[src/rtl/reg_bus_sequencer_pkg.sv]
// Shared CPU register-bus definitions: sequencer state encoding, register index
// width and the register names used by the microcode.
package reg_bus_sequencer_pkg;

  localparam int REG_W = 3;
  localparam int CNT_W = 4;

  typedef logic [REG_W-1:0] reg_idx_t;

  localparam reg_idx_t REG_A   = 3'd0;
  localparam reg_idx_t REG_B   = 3'd1;
  localparam reg_idx_t REG_C   = 3'd2;
  localparam reg_idx_t REG_D   = 3'd3;
  localparam reg_idx_t REG_E   = 3'd4;
  localparam reg_idx_t REG_H   = 3'd5;
  localparam reg_idx_t REG_L   = 3'd6;
  localparam reg_idx_t REG_OUT = 3'd7;

  typedef enum logic [1:0] {
    ST_IDLE  = 2'd0,
    ST_DRIVE = 2'd1,
    ST_LATCH = 2'd2,
    ST_DONE  = 2'd3
  } seq_state_t;

  typedef struct packed {
    seq_state_t       state;
    logic [2:0]       rr_ptr;
    logic [CNT_W-1:0] cnt;
  } seq_dbg_t;

endpackage

[src/rtl/reg_bus_sequencer_if.sv]
// Requester-side bundle of the register bus sequencer: requests in, grants,
// completion pulses and register-file decoder controls out.
interface reg_bus_sequencer_if #(parameter int NREQ = 4);
  import reg_bus_sequencer_pkg::*;

  // Handshake: req[i] is a level held until done[i] pulses (or the requester
  // drops it while DRIVE to abort); src/dst of i must be stable while req[i]
  // is high; grant[i] marks ownership and done[i] is a single-cycle completion.
  logic                  halt;
  logic [NREQ-1:0]       req;
  logic [REG_W*NREQ-1:0] src;
  logic [REG_W*NREQ-1:0] dst;
  logic [NREQ-1:0]       grant;
  logic [NREQ-1:0]       done;
  reg_idx_t              oe_sel;
  logic                  oe_en;
  reg_idx_t              ld_sel;
  logic                  ld_en;
  logic                  busy;

  modport master (
    output halt, req, src, dst,
    input  grant, done, oe_sel, oe_en, ld_sel, ld_en, busy
  );

  modport slave (
    input  halt, req, src, dst,
    output grant, done, oe_sel, oe_en, ld_sel, ld_en, busy
  );

endinterface

[src/rtl/reg_bus_sequencer_rr_arbiter.sv]
// Combinational rotating-priority arbiter: first request at or above ptr wins,
// scanning upward with wrap.
module rr_arbiter #(
  parameter  int NREQ = 4,
  localparam int PW   = $clog2(NREQ)
) (
  input  logic [NREQ-1:0] req,
  input  logic [PW-1:0]   ptr,
  input  logic            en,
  output logic [NREQ-1:0] grant,
  output logic [PW-1:0]   idx
);

  logic [PW-1:0] cand;

  // Walk offsets from farthest to nearest so the closest hit to ptr is the
  // last assignment and therefore wins.
  always_comb begin
    grant = '0;
    idx   = '0;
    cand  = '0;
    if (en) begin
      for (int off = NREQ - 1; off >= 0; off--) begin
        cand = PW'((int'(ptr) + off) % NREQ);
        if (req[cand]) begin
          grant       = '0;
          grant[cand] = 1'b1;
          idx         = cand;
        end
      end
    end
  end

endmodule

[src/rtl/reg_bus_sequencer.sv]
// Round-robin sequencer serialising register-to-register transfers over the
// shared CPU data bus and driving the output-enable and load decoders.
module reg_bus_sequencer
  import reg_bus_sequencer_pkg::*;
#(
  parameter int NREQ   = 4,
  parameter int SETTLE = 1
) (
  input  logic                 clk,
  input  logic                 rst_n,
  reg_bus_sequencer_if.slave   bus,
  output seq_dbg_t             dbg
);

  localparam int PW = $clog2(NREQ);

  seq_state_t       state_q, state_d;
  logic [CNT_W-1:0] cnt_q, cnt_d;
  logic [PW-1:0]    ptr_q, ptr_d, win_q, win_d;
  reg_idx_t         src_q, src_d, dst_q, dst_d;

  logic [NREQ-1:0]  arb_grant;
  logic [PW-1:0]    arb_idx;
  reg_idx_t         req_src, req_dst;

  logic [NREQ-1:0]  grant_d, grant_q, done_d, done_q;
  logic             oe_en_d, oe_en_q, ld_en_d, ld_en_q, busy_d, busy_q;
  reg_idx_t         oe_sel_d, oe_sel_q, ld_sel_d, ld_sel_q;

  rr_arbiter #(.NREQ(NREQ)) u_arb (
    .req   (bus.req),
    .ptr   (ptr_q),
    .en    (state_q == ST_IDLE && !bus.halt),
    .grant (arb_grant),
    .idx   (arb_idx)
  );

  always_comb begin
    req_src = REG_A;
    req_dst = REG_A;
    for (int i = 0; i < NREQ; i++) begin
      if (arb_grant[i]) begin
        req_src = bus.src[REG_W*i +: REG_W];
        req_dst = bus.dst[REG_W*i +: REG_W];
      end
    end
  end

  always_ff @(posedge clk or negedge rst_n) begin
    if (!rst_n) begin
      state_q <= ST_IDLE;
      cnt_q   <= '0;
      ptr_q   <= '0;
      win_q   <= '0;
      src_q   <= REG_A;
      dst_q   <= REG_A;
    end else begin
      state_q <= state_d;
      cnt_q   <= cnt_d;
      ptr_q   <= ptr_d;
      win_q   <= win_d;
      src_q   <= src_d;
      dst_q   <= dst_d;
    end
  end

  // A src==dst transfer skips the bus: it enters DONE with cnt=1 so the grant
  // is shown for one cycle before the done pulse, reusing the settle counter.
  always_comb begin
    state_d = state_q;
    cnt_d   = cnt_q;
    ptr_d   = ptr_q;
    win_d   = win_q;
    src_d   = src_q;
    dst_d   = dst_q;
    case (state_q)
      ST_IDLE: begin
        if (|arb_grant) begin
          win_d = arb_idx;
          src_d = req_src;
          dst_d = req_dst;
          ptr_d = (arb_idx == PW'(NREQ - 1)) ? '0 : arb_idx + PW'(1);
          if (req_src == req_dst) begin
            state_d = ST_DONE;
            cnt_d   = CNT_W'(1);
          end else begin
            state_d = ST_DRIVE;
            cnt_d   = CNT_W'(SETTLE - 1);
          end
        end
      end
      ST_DRIVE: begin
        if (!bus.req[win_q]) begin
          state_d = ST_IDLE;
          cnt_d   = '0;
        end else if (cnt_q == '0) begin
          state_d = ST_LATCH;
        end else begin
          cnt_d = cnt_q - 1'b1;
        end
      end
      ST_LATCH: state_d = ST_DONE;
      ST_DONE: begin
        if (cnt_q != '0) cnt_d = cnt_q - 1'b1;
        else             state_d = ST_IDLE;
      end
      default: state_d = ST_IDLE;
    endcase
  end

  // Outputs are decoded from the next state and registered, so they line up
  // with the state they describe and never follow inputs combinationally.
  always_comb begin
    grant_d  = '0;
    done_d   = '0;
    oe_en_d  = 1'b0;
    ld_en_d  = 1'b0;
    oe_sel_d = REG_A;
    ld_sel_d = REG_A;
    busy_d   = (state_d != ST_IDLE);
    if (busy_d) begin
      oe_sel_d = src_d;
      ld_sel_d = dst_d;
    end
    case (state_d)
      ST_DRIVE: begin
        grant_d[win_d] = 1'b1;
        oe_en_d        = 1'b1;
      end
      ST_LATCH: begin
        grant_d[win_d] = 1'b1;
        oe_en_d        = 1'b1;
        ld_en_d        = 1'b1;
      end
      ST_DONE: begin
        if (cnt_d != '0) grant_d[win_d] = 1'b1;
        else             done_d[win_d]  = 1'b1;
      end
      default: ;
    endcase
  end

  always_ff @(posedge clk or negedge rst_n) begin
    if (!rst_n) begin
      grant_q  <= '0;
      done_q   <= '0;
      oe_en_q  <= 1'b0;
      ld_en_q  <= 1'b0;
      oe_sel_q <= REG_A;
      ld_sel_q <= REG_A;
      busy_q   <= 1'b0;
    end else begin
      grant_q  <= grant_d;
      done_q   <= done_d;
      oe_en_q  <= oe_en_d;
      ld_en_q  <= ld_en_d;
      oe_sel_q <= oe_sel_d;
      ld_sel_q <= ld_sel_d;
      busy_q   <= busy_d;
    end
  end

  assign bus.grant  = grant_q;
  assign bus.done   = done_q;
  assign bus.oe_en  = oe_en_q;
  assign bus.ld_en  = ld_en_q;
  assign bus.oe_sel = oe_sel_q;
  assign bus.ld_sel = ld_sel_q;
  assign bus.busy   = busy_q;

  assign dbg.state  = state_q;
  assign dbg.rr_ptr = 3'(ptr_q);
  assign dbg.cnt    = cnt_q;

endmodule

[src/flat_wrapper.sv]
// flat-port wrapper written by rule: the top's interface ports become plain ports
module reg_bus_sequencer_flat import reg_bus_sequencer_pkg::*;
#(
  parameter int NREQ   = 4,
  parameter int SETTLE = 1
)
  (clk, rst_n, dbg, bus_halt, bus_req, bus_src, bus_dst, bus_grant, bus_done, bus_oe_sel, bus_oe_en, bus_ld_sel, bus_ld_en, bus_busy);
  reg_bus_sequencer_if #(.NREQ(NREQ)) bus_i ();
  input  logic clk;
  input  logic rst_n;
  output seq_dbg_t dbg;
  input wire logic [$bits(bus_i.halt)-1:0] bus_halt;
  input wire logic [$bits(bus_i.req)-1:0] bus_req;
  input wire logic [$bits(bus_i.src)-1:0] bus_src;
  input wire logic [$bits(bus_i.dst)-1:0] bus_dst;
  output wire logic [$bits(bus_i.grant)-1:0] bus_grant;
  output wire logic [$bits(bus_i.done)-1:0] bus_done;
  output wire logic [$bits(bus_i.oe_sel)-1:0] bus_oe_sel;
  output wire logic [$bits(bus_i.oe_en)-1:0] bus_oe_en;
  output wire logic [$bits(bus_i.ld_sel)-1:0] bus_ld_sel;
  output wire logic [$bits(bus_i.ld_en)-1:0] bus_ld_en;
  output wire logic [$bits(bus_i.busy)-1:0] bus_busy;
  assign bus_i.halt = bus_halt;
  assign bus_i.req = bus_req;
  assign bus_i.src = bus_src;
  assign bus_i.dst = bus_dst;
  assign bus_grant = bus_i.grant;
  assign bus_done = bus_i.done;
  assign bus_oe_sel = bus_i.oe_sel;
  assign bus_oe_en = bus_i.oe_en;
  assign bus_ld_sel = bus_i.ld_sel;
  assign bus_ld_en = bus_i.ld_en;
  assign bus_busy = bus_i.busy;
  reg_bus_sequencer #(.NREQ(NREQ), .SETTLE(SETTLE)) u_core (.clk(clk), .rst_n(rst_n), .bus(bus_i), .dbg(dbg));
endmodule
[config.mk]
export PLATFORM = sky130hd
export DESIGN_NAME = reg_bus_sequencer_flat
export DESIGN_NICKNAME = d
export VERILOG_FILES = /design/src/rtl/reg_bus_sequencer_pkg.sv /design/src/rtl/reg_bus_sequencer_if.sv /design/src/rtl/reg_bus_sequencer_rr_arbiter.sv /design/src/rtl/reg_bus_sequencer.sv /design/src/flat_wrapper.sv
export SDC_FILE = /design/constraint.sdc
export NUM_CORES = 1
export LEC_CHECK = 0
export ABC_AREA = 0
export CAP_MARGIN = 30
export CELL_PAD_IN_SITES_DETAIL_PLACEMENT = 0
export CELL_PAD_IN_SITES_GLOBAL_PLACEMENT = 1
export CORE_ASPECT_RATIO = 1.25
export CORE_UTILIZATION = 34
export DETAILED_ROUTE_END_ITERATION = 8
export PLACE_DENSITY_LB_ADDON = 0.05
export SLEW_MARGIN = 40
export SYNTH_ARGS = -nofsm -noshare
export SYNTH_HDL_FRONTEND = slang
export SYNTH_SLANG_ARGS = --single-unit
[constraint.sdc]
create_clock -name clk -period 4.4 [get_ports clk]
set_clock_uncertainty 0.05 [all_clocks]
set_input_delay 0.88 -clock clk [delete_from_list [all_inputs] [get_ports clk]]
set_output_delay 0.88 -clock clk [all_outputs]
set_load 0.02 [all_outputs]
==> flow_results.org <==
** Logic synthesis
- Synthesized flop and latch total :: 33
- After synthesis, the share of flip-flops with an asynchronous set or reset is 100%.
- Compound-Gate Fraction of Synth Area :: 21.3%
- Of the total synthesized cell area, the portion taken by full adders, half adders and majority gates is 7.23%.
- Simple-gate share of the synthesized area :: 21.0%
- The netlist uses 52 different library cells.
- The mapped netlist covers 2420 um^2.
- By area the synthesized netlist is led by dfrtp_1 34%, ha_1 7.2%, mux4_2 4.6%, nor2_1 4.2%, nand2_1 3.1%.
- Xor and xnor fraction of the mapped netlist area :: 1.08%
- Number of flops mapped to enable cells by yosys :: 0
- Sequential fraction of the synthesis area :: 34.1%
- Mean instance size in the synthesized netlist :: 8.85 um^2
- Counting every net in the synthesized netlist gives 319.
- Synth cell count leaders :: 33 x dfrtp_1, 27 x nor2_1, 20 x nand2_1
- Combinational family with the most area after synthesis :: compound AO/OA/AOI/OAI gates
- Biggest area consumer among synthesized cells :: dfrtp_1
- After synthesis, the largest area contributor takes up 34.1% of total cell area.
- Measured against the total synthesized area, the mux share comes to 9.91%.
- dfrtp_1 is the most common cell in the netlist.
- Among all flip-flop cells after synthesis, the most frequent one is dfrtp_1.
- Post-synthesis instance total :: 274
- Yosys printed 0 warnings.

** STA
- Transition at the pin with the smallest max-transition slack :: 0.541 ns
- Unrepaired setup endpoints after global routing :: false
- Total negative setup slack :: 0 ns
- Achievable Freq :: 0.239 GHz
- In this run the tightest slew margin relative to its limit is 63.5%.
- The hold violation total from the final report is 0.
- Final hold analysis gives a worst-case slack of 0.421 ns.
- Setup Viol. Count Final :: 0
- Final period utilization :: 95.1%
- Clock period minus worst slack :: 4.19 ns
- Pins Over Slew Limit :: 0

** Floorplanning
- Vertical die dimension :: 96.4 um
- Std-Cell Rows :: 34
- During I/O placement, the number of pins put on the boundary was 57.
- The die covers 7470 um^2.
- Placeable core region :: 6930 um^2
- For this configuration, the core starts out at a cell density of 35.0%.
- DIE WIDTH :: 77.5 um

** Clock network
- The cell sitting at the root of the clock tree is a clkbuf_8.
- Clock-pin slew was measured on the worst setup and hold paths at 0.07 ns.
- TritonCTS clock tree :: done
- The clock drives 33 sinks.
- Skew-Pair Late Insertion Delay :: 0.28 ns
- Buffers inserted during clock tree synthesis total 5.
- The clock passes through at most 2 buffers.
- The clock tree synthesis step divided the H-tree into 2 levels.

** Final layout
- Final cell count without fillers :: 467
- Cells with a size suffix above 1 make up 27.6% of the layout.
- Compared with the post-synthesis result, the final layout area differs by 49.8%.
- The finished cells cover 3630 um^2.
- The final layout contains 421 nets.
- The layout has 669 filler cells.
- Antenna cells :: 0

** Drt
- Per-cell routed wire length :: 14.3 um
- Antenna Nets Post-Route :: 0
- Pre-Repair DR Iteration Count :: 4
- Via count :: 2380
- Vias per Instance :: 5.10
- The detailed router finished its first iteration with 128 violations.
- In the routed design, unresolved DRC markers number 0.
- Overall routed net length :: 6.67 mm

** Placed design
- The HPWL after detailed placement is 5.02 mm.
- Cell area after placement :: 3410 um^2
- At the end of routability-driven placement, the weighted congestion stood at 0.844.
- Port Buf Inserts :: 55
- Counting tap cells, the placed design contains a total of 452 instances.

** Power and ir drop
- For this design the static power due to leakage is 1.58 nW.
- Dividing total power by cell area gives a power density of 781 nW/um^2.
- The completed layout was analyzed and its total power is 2.83 mW.
- VDD IR max :: 0.426 mV

** Global route
- Number of global-route vias before repair :: 2293
- The first global-routing pass estimated 10.6 mm of wire.
- After global routing the overflow that remains totals 0.
- For this run, the total global-route usage over all layers was measured as 18.2%.
- Entering global routing, the biggest net connects 34 pins.
- Initial antenna violation count :: 0

** Critical path
- Reg2Reg Launch Point :: u_core.ptr_q[0]$_DFFE_PN0P_
- STA classifies the critical path endpoint as a register.
- For the worst setup path, the data arrival time is 4.30 ns.
- In this run the worst setup path begins at bus_req[2].
- Nature of the critical path startpoint :: primary input
- The critical path in this run is classified as primary input to register.
- In this run the worst path has a maximum fanout of 9.
- At the worst endpoint, the required time is 4.52 ns.

** Worst hold path
- The worst hold path belongs to the class register to register.
- HP Start :: u_core.dst_q[0]$_DFF_PN0_

** Run status
- The run finished with clean final reports.

** Flow run
- Max Cap Viol :: 0
## critical path, stage by stage
cell and delay, ns:
clkbuf_2 0.15, mux4_2 0.58, buf_4 0.19, a211o_4 0.29, a21oi_4 0.21, nor2_1 0.08
a22o_1 0.18, a222oi_1 0.31, buf_4 0.19, xnor2_1 0.09, and2_4 0.16, or2_1 0.25
ha_1 0.30, nand2b_1 0.15, nor2_1 0.07, a211o_1 0.23
## logic make-up after synthesis
family | Yosys count
AOI/OAI and AO/OA | 76
xor gates and xnor gates | 3
adders and majority gates | 14
buffers and inverters | 28
DFF | 33
muxes | 17
other | 1
and+or+nand+nor | 102
## registers in the layout (all words and copies together) (netlist names)
| register | flops |
|---|---|
| u_core.win_q | 2 |
| u_core.src_q | 3 |
| u_core.bus.grant | 4 |
| u_core.bus.busy | 1 |
| u_core.bus.oe_en | 1 |
| u_core.state_q | 2 |
| u_core.bus.ld_en | 1 |
| u_core.bus.ld_sel | 3 |
| u_core.dst_q | 3 |
| u_core.ptr_q | 2 |
| u_core.cnt_q | 4 |
| u_core.bus.done | 4 |
| u_core.bus.oe_sel | 3 |
## area by class of cell
class,instances,area [um^2],area share [%]
Clock buffer,7,96.3,2.65
Clock inverter,1,5.00,0.138
Inverter,11,43.8,1.21
Multi-Input combinational cell,213,1590,43.7
Sequential cell,33,828,22.8
Tap cell,90,113,3.10
Timing Repair Buffer,112,956,26.3
## per-layer routing
metal / wire, um / global-route usage, % / part of all wire (%)
met1: 2980 / 21.9 / 45
met2: 3430 / 33.2 / 51
met3: 167 / 2.16 / 2.5
met4: 90 / 7.23 / 1.4
met5: 0 / 0 / 0
## worst paths after layout
check	endpoint	depth (start not counted)	slack [ns]
worst max register to register	u_core.bus.grant[2]$_DFF_PN0_	16	0.30
worst min register to register	u_core.dst_q[0]$_DFF_PN0_	2	0.42
min in group asynchronous	u_core.bus.oe_sel[0]$_DFF_PN0_	2	0.95
worst max-delay path	u_core.bus.grant[2]$_DFF_PN0_	16	0.21
max in group asynchronous	u_core.ptr_q[0]$_DFFE_PN0P_	2	3.01
worst min-delay path	u_core.dst_q[0]$_DFF_PN0_	2	0.42
## where the power goes
part / total, mW / leakage, nW / switching [mW] / internal (mW)
Combinational: 2.06 / 1.12 / 1.04 / 1.03
Sequential: 0.524 / 0.413 / 0.0895 / 0.434
Clock: 0.249 / 0.0542 / 0.107 / 0.141
Total: 2.83 / 1.58 / 1.23 / 1.60
## cells in the final DEF, fill, tap and decap left out, types with 3 or more instances in the layout
master / n
nor3_1: 13
o31ai_1: 3
a31oi_1: 5
nor2b_1: 3
mux2_2: 4
o21ai_0: 13
buf_4: 56
or3_1: 3
a21o_1: 5
a22o_1: 3
a211o_1: 5
nor2_1: 26
dfrtp_1: 31
clkbuf_2: 4
a21oi_1: 13
mux4_2: 5
and2_1: 5
nand2_1: 20
nor3b_1: 4
clkbuf_8: 7
clkdlybuf4s50_1: 51
nand3_1: 6
nand2b_1: 5
ha_1: 13
o22ai_1: 9
mux2i_1: 5
inv_1: 10
## stage by stage
stage	util (%)	setup WS, ns
6_report	52.3	0.214
5_1_grt	52.3	0.000649
3_3_place_gp	49.1	-0.532
4_1_cts	51.5	0.0328
2_1_floorplan	-	0.00118
3_5_place_dp	49.1	-0.596
## timing repair
action,in CTS,in global routing
hold buffers,0,0
buffers inserted,5,2
pin swaps,3,6
resized for setup,9,21
setup endpoints to repair,14,10
Note: power is estimated with default switching activity, not from simulation.
